## config.mk

```make
export PLATFORM = sky130hd
export DESIGN_NAME = mseq_receiver
export DESIGN_NICKNAME = d
export VERILOG_FILES = /design/src/rtl/mseq_receiver.sv
export SDC_FILE = /design/constraint.sdc
export NUM_CORES = 1
export LEC_CHECK = 0
export CORE_MARGIN = 2
export CORE_UTILIZATION = 50
export CTS_CLUSTER_DIAMETER = 60
export DETAILED_ROUTE_END_ITERATION = 12
export PLACE_DENSITY = 0.75
export SLEW_MARGIN = 20
export SYNTH_ARGS = -nofsm -noshare
export SYNTH_HDL_FRONTEND = slang
export SYNTH_SLANG_ARGS = --single-unit
```

## constraint.sdc

```tcl
create_clock -name CLK_50MHZ -period 2.8 [get_ports CLK_50MHZ]
set_input_delay 0.7 -clock CLK_50MHZ [delete_from_list [all_inputs] [get_ports CLK_50MHZ]]
set_output_delay 0.7 -clock CLK_50MHZ [all_outputs]
set_load 0.02 [all_outputs]
```

## src/rtl/mseq_receiver.sv

```systemverilog
// Purpose : receive end of the m-function serial link; locks onto the 31-chip LFSR sequence.
// Latency : bit_valid and all state update 3 CLK_50MHZ cycles after each sclk rise.
// Backpressure: none; every detected sclk rise is consumed, there is no stall path.
//
// Ports:
//   CLK_50MHZ, RST      system clock, asynchronous active-high reset
//   sclk, in_fun        transmitter bit clock and serial data (asynchronous)
//   bit_valid           one-cycle pulse per received bit
//   locked, data        lock flag and recovered phase index (0 when unlocked)
//   buff_rd             last 31 raw received bits, bit 0 newest
//   err_cnt             saturating mispredicted-bit count
//
// Optional feature macro: MSEQ_RX_ERRCNT_EN (builds the err_cnt counter;
// without it err_cnt is tied to zero).

module mseq_receiver #(
    parameter int                LFSR_W   = 5,
    parameter logic [LFSR_W-1:0] TAPS     = 5'b10100,
    parameter logic [LFSR_W-1:0] SEED     = 5'b00001,
    parameter int                LOCK_CNT = 8,
    parameter int                ERR_MAX  = 3
) (
    input  logic        CLK_50MHZ,
    input  logic        RST,
    input  logic        sclk,
    input  logic        in_fun,
    output logic        bit_valid,
    output logic        locked,
    output logic [7:0]  data,
    output logic [30:0] buff_rd,
    output logic [7:0]  err_cnt
);

    typedef enum logic [1:0] {
        ACQ    = 2'd0,
        TRACK  = 2'd1,
        LOCKED = 2'd2
    } state_t;

    localparam logic [7:0]        FILL_N  = 8'(LFSR_W);
    localparam logic [7:0]        MATCH_N = 8'(LOCK_CNT);
    localparam logic [7:0]        MISS_N  = 8'(ERR_MAX);
    // Last phase index of the period (2^LFSR_W - 2).
    localparam logic [LFSR_W-1:0] PH_MAX  = {{(LFSR_W-1){1'b1}}, 1'b0};

    state_t r_state, w_state_nx;

    logic r_sclk_s1, r_sclk_s2, r_sclk_s3;
    logic r_din_s1, r_din_s2;
    logic r_bit_valid;

    logic [LFSR_W-1:0] r_win,  w_win_nx;
    logic [LFSR_W-1:0] r_phase, w_phase_nx;
    logic [7:0]        r_fill, w_fill_nx;
    logic [7:0]        r_match_cnt, w_match_nx;
    logic [7:0]        r_miss_cnt, w_miss_nx;
    logic [30:0]       r_buff;

    logic              w_stb;
    logic              w_rx_bit;
    logic              w_pred;
    logic              w_match;
    logic [LFSR_W-1:0] w_win_rx;
    logic [LFSR_W-1:0] w_win_pd;

    // Rising edge of the synchronised bit clock; data rides the same 2-FF depth.
    assign w_stb    = r_sclk_s2 & ~r_sclk_s3;
    assign w_rx_bit = r_din_s2;
    assign w_pred   = ^(r_win & TAPS);
    assign w_match  = (w_rx_bit == w_pred);
    assign w_win_rx = {r_win[LFSR_W-2:0], w_rx_bit};
    assign w_win_pd = {r_win[LFSR_W-2:0], w_pred};

    always_ff @(posedge CLK_50MHZ or posedge RST) begin
        if (RST) begin
            r_state <= ACQ;
        end else begin
            r_state <= w_state_nx;
        end
    end

    always_comb begin
        w_state_nx = r_state;
        w_win_nx   = r_win;
        w_fill_nx  = r_fill;
        w_match_nx = r_match_cnt;
        w_miss_nx  = r_miss_cnt;
        w_phase_nx = r_phase;

        if (w_stb) begin
            case (r_state)
                ACQ: begin
                    w_win_nx = w_win_rx;
                    if (r_fill + 8'd1 >= FILL_N) begin
                        // All-zero window is the LFSR lock-up state: refill.
                        w_fill_nx = 8'd0;
                        if (w_win_rx != '0) begin
                            w_state_nx = TRACK;
                            w_match_nx = 8'd0;
                        end
                    end else begin
                        w_fill_nx = r_fill + 8'd1;
                    end
                end
                TRACK: begin
                    w_win_nx = w_win_rx;
                    if (w_match) begin
                        if (r_match_cnt + 8'd1 >= MATCH_N) begin
                            w_state_nx = LOCKED;
                            w_miss_nx  = 8'd0;
                        end else begin
                            w_match_nx = r_match_cnt + 8'd1;
                        end
                    end else begin
                        w_state_nx = ACQ;
                        w_fill_nx  = 8'd0;
                    end
                end
                LOCKED: begin
                    // Flywheel: the window follows the local prediction, so
                    // isolated chip errors do not disturb phase.
                    w_win_nx = w_win_pd;
                    if (w_match) begin
                        w_miss_nx = 8'd0;
                    end else if (r_miss_cnt + 8'd1 >= MISS_N) begin
                        w_state_nx = ACQ;
                        w_fill_nx  = 8'd0;
                        w_miss_nx  = 8'd0;
                    end else begin
                        w_miss_nx = r_miss_cnt + 8'd1;
                    end
                end
                default: begin
                    w_state_nx = ACQ;
                    w_fill_nx  = 8'd0;
                end
            endcase

            if (w_win_nx == SEED) begin
                w_phase_nx = '0;
            end else if (r_phase == PH_MAX) begin
                w_phase_nx = '0;
            end else begin
                w_phase_nx = r_phase + 1'b1;
            end
        end
    end

    always_ff @(posedge CLK_50MHZ or posedge RST) begin
        if (RST) begin
            r_sclk_s1   <= 1'b0;
            r_sclk_s2   <= 1'b0;
            r_sclk_s3   <= 1'b0;
            r_din_s1    <= 1'b0;
            r_din_s2    <= 1'b0;
            r_bit_valid <= 1'b0;
            r_win       <= '0;
            r_phase     <= '0;
            r_fill      <= 8'd0;
            r_match_cnt <= 8'd0;
            r_miss_cnt  <= 8'd0;
            r_buff      <= 31'd0;
        end else begin
            r_sclk_s1   <= sclk;
            r_sclk_s2   <= r_sclk_s1;
            r_sclk_s3   <= r_sclk_s2;
            r_din_s1    <= in_fun;
            r_din_s2    <= r_din_s1;
            r_bit_valid <= w_stb;
            r_win       <= w_win_nx;
            r_phase     <= w_phase_nx;
            r_fill      <= w_fill_nx;
            r_match_cnt <= w_match_nx;
            r_miss_cnt  <= w_miss_nx;
            if (w_stb) begin
                r_buff <= {r_buff[29:0], w_rx_bit};
            end
        end
    end

`ifdef MSEQ_RX_ERRCNT_EN
    logic       w_mispred;
    logic [7:0] r_err_cnt;

    assign w_mispred = w_stb && !w_match &&
                       ((r_state == TRACK) || (r_state == LOCKED));

    always_ff @(posedge CLK_50MHZ or posedge RST) begin
        if (RST) begin
            r_err_cnt <= 8'd0;
        end else if (w_mispred && (r_err_cnt != 8'hFF)) begin
            r_err_cnt <= r_err_cnt + 8'd1;
        end
    end

    assign err_cnt = r_err_cnt;
`else
    assign err_cnt = 8'd0;
`endif

    assign bit_valid = r_bit_valid;
    assign locked    = (r_state == LOCKED);
    assign data      = locked ? {{(8-LFSR_W){1'b0}}, r_phase} : 8'd0;
    assign buff_rd   = r_buff;

endmodule

```

==> results.sh <==
export IMPL_post_cts_buffers=0
export IMPL_synth_top_cell_area_share_pct=53.8
export IMPL_numCtsBuffers=9
export IMPL_critPathRequiredTime_ns=2.10
export IMPL_post_route_period_util_pct=95.3
export IMPL_setup_viol=0
export IMPL_cts_root_buf="clkbuf_8"
export IMPL_cts_num_sinks=73
export IMPL_whs_ns=0.350
export IMPL_r2r_worst_path_cells=6
export IMPL_synth_area_leaders="dfrtp_1, nand2_1, ha_1"
export IMPL_drc=0
export IMPL_drt_iter0_markers=125
export IMPL_crit_type="reg -> out"
export IMPL_synth_edff_count=0
export IMPL_power_density_nw_per_um2=744
export IMPL_num_io_pins=53
export IMPL_n_fill_cell=559
export IMPL_ys_types=53
export IMPL_core_area_um2=6680
export IMPL_power_mw=3.02
export IMPL_place_area_um2=3850
export IMPL_cp_start_kind="flop"
export IMPL_fp_row_count=30
export IMPL_synth_area_um2=3390
export IMPL_ir_worst_vdd_mv=0.461
export IMPL_clk_pin_slew_ns=0.07
export IMPL_ys_flop_type="dfrtp_1"
export IMPL_cts_hold_buffers=0
export IMPL_grt_pass1_vias=2359
export IMPL_hold_viol_final=0
export IMPL_multiInputGateArea_um2=1430
export IMPL_status="complete, no violations"
export IMPL_tns_ns=0
export IMPL_routed_wl_um=6250
export IMPL_cts_tree="yes"
export IMPL_overflow=0
export IMPL_crit_fanout=10
export IMPL_dpl_cell_count=449
export IMPL_maxSlewHeadroom_pct=65.1
export IMPL_layout_cells_non_filler=464
export IMPL_yosysTopAreaCell="dfrtp_1"
export IMPL_arrival_ns=1.97
export IMPL_report_final_slew_viol_count=0
export IMPL_die_height_um=86.4
export IMPL_rsz0062_at_grt="no"
export IMPL_yosysSeqAreaShare_pct=53.8
export IMPL_drive_gt1_share_pct=10.2
export IMPL_die_area_um2=7460
export IMPL_seqCellArea_um2=1830
export IMPL_cts_resized=0
export IMPL_grt_util_all_layers_pct=18.3
export IMPL_max_cap_viol_count=0
export IMPL_syn_to_final_growth_pct=19.7
export IMPL_syn_inst=336
export IMPL_vias_per_cell=5.24
export IMPL_post_route_cell_area_um2=4060
export IMPL_worstMarginPinSlew_ns=0.519
export IMPL_fin_skew_ns=0.00685
export IMPL_h_tree_depth=3
export IMPL_die_w_um=86.4
export IMPL_whs_path_depth=0
export IMPL_vias=2432
export IMPL_grt_antenna_before_repair=0
export IMPL_initial_utilization_pct=50.8
export IMPL_grt_max_degree=49
export IMPL_period_minus_slack_ns=2.67
export IMPL_ant_nets=0
export IMPL_diodes=0
export IMPL_grt_pass1_wl_um=10700
export IMPL_hpwl_um=4200
export IMPL_clkLatencyLatePin_ns=0.35
export IMPL_hp_class="reg -> reg"
export IMPL_place_congestion=0.808
export IMPL_setup_worst_path_end_class="output pin"
export IMPL_postSynthAreaPerCell_um2=10.1
export IMPL_post_drt_wl_per_cell_um=13.5
export IMPL_cts_buffer_depth=2
export IMPL_leakagePower_nw=2.00
export IMPL_synth_seq_cells=73
export IMPL_port_buffers=41
export IMPL_nNetsFinal=392
export IMPL_synth_warnings=0
export IMPL_fmax_ghz=0.375
export IMPL_drtPass1Iterations=4
export IMPL_synth_async_sr_flop_share_pct=100
[metrics by stage]
stage	setup WS [ns]	util, %
after floorplan	0.247	-
after global placement	0.546	57.7
after detailed placement	0.489	57.7
after CTS	0.118	60.8
after global routing	0.00149	60.8
final	0.132	60.8
[state kept, by name, summed over array words and instances (netlist names), 2 cells and up]
signal and flops:
buff_rd 31, r_phase 5, r_fill 8, r_match_cnt 8, r_miss_cnt 8, r_win 5
r_state 2
[worst max-delay path: stages (launching register included)]
cell             delay [ns]
dfrtp_1                0.48
nand2b_1               0.25
inv_1                  0.15
and2_1                 0.13
clkdlybuf4s50_1        0.60
[cells in the mapped netlist (7+ instances only)]
master,n
nor2_1,7
mux2_2,7
dfrtp_1,73
ha_1,8
nand2_1,103
nor3_1,7
and2_1,15
inv_1,10
and3_1,8
buf_4,12
nand3_1,10
[cell type report]
class	instances	share of cell area [%]
flip-flops and latches	73	45.0
multi-input cells	241	35.1
inverters	10	0.924
repair buffers	45	11.5
clock buffers	9	3.05
clock inverters	6	2.06
well taps	80	2.46
[where the power goes]
| group | internal, mW | switching [mW] | total (mW) |
|---|---|---|---|
| sequential | 1.20 | 0.184 | 1.39 |
| clock | 0.493 | 0.385 | 0.879 |
| combinational | 0.367 | 0.392 | 0.759 |
| total | 2.06 | 0.961 | 3.02 |
[cells in the final DEF (no fill, tap or decap), types with 4 or more instances in the layout]
master           count
ha_1                 8
nor3_1               7
inv_1                9
dfrtp_1             73
nand2_1            103
and2_1              15
conb_1              11
o211ai_1             4
nand2b_1             5
mux2_2               7
nand4_1              5
clkdlybuf4s50_1     41
nor2_1               7
and3_1               8
nand3_1             10
clkbuf_8             9
[worst paths after layout]
path                             endpoint  slack (ns)       start
min reg2reg                      r_din_s2        0.35    r_din_s1
max reg2reg                r_match_cnt[2]        0.60   r_fill[0]
min                              r_din_s2        0.35    r_din_s1
max                               data[2]        0.13  r_state[0]
max in group asynchronous       r_fill[0]        1.84         RST
min in group asynchronous      buff_rd[6]        0.70         RST
[cell families (layout without fill, tap and decap cells)]
kind of cell    count (synthesis)  in the layout  share of synthesized area [%]
flops                          73             73                           53.8
fa+ha+maj                       8              8                           2.95
buf+inv                        32             70                           5.31
xor+xnor                        6              6                           1.99
simple gates                  170            170                           23.0
compound gates                 36             36                           9.58
mux                            10             10                           3.21
other cells                     1             11                          0.110
[layer usage]
layer  vias up  GRT usage [%]  part of all wire [%]
li1       1196              -                     -
met1      1178           24.0                    47
met2        47           28.7                    47
met3        11           5.05                   4.7
met4         0           7.67                   1.4
met5         -              0                     0
Note: power is estimated with default switching activity, not from simulation.
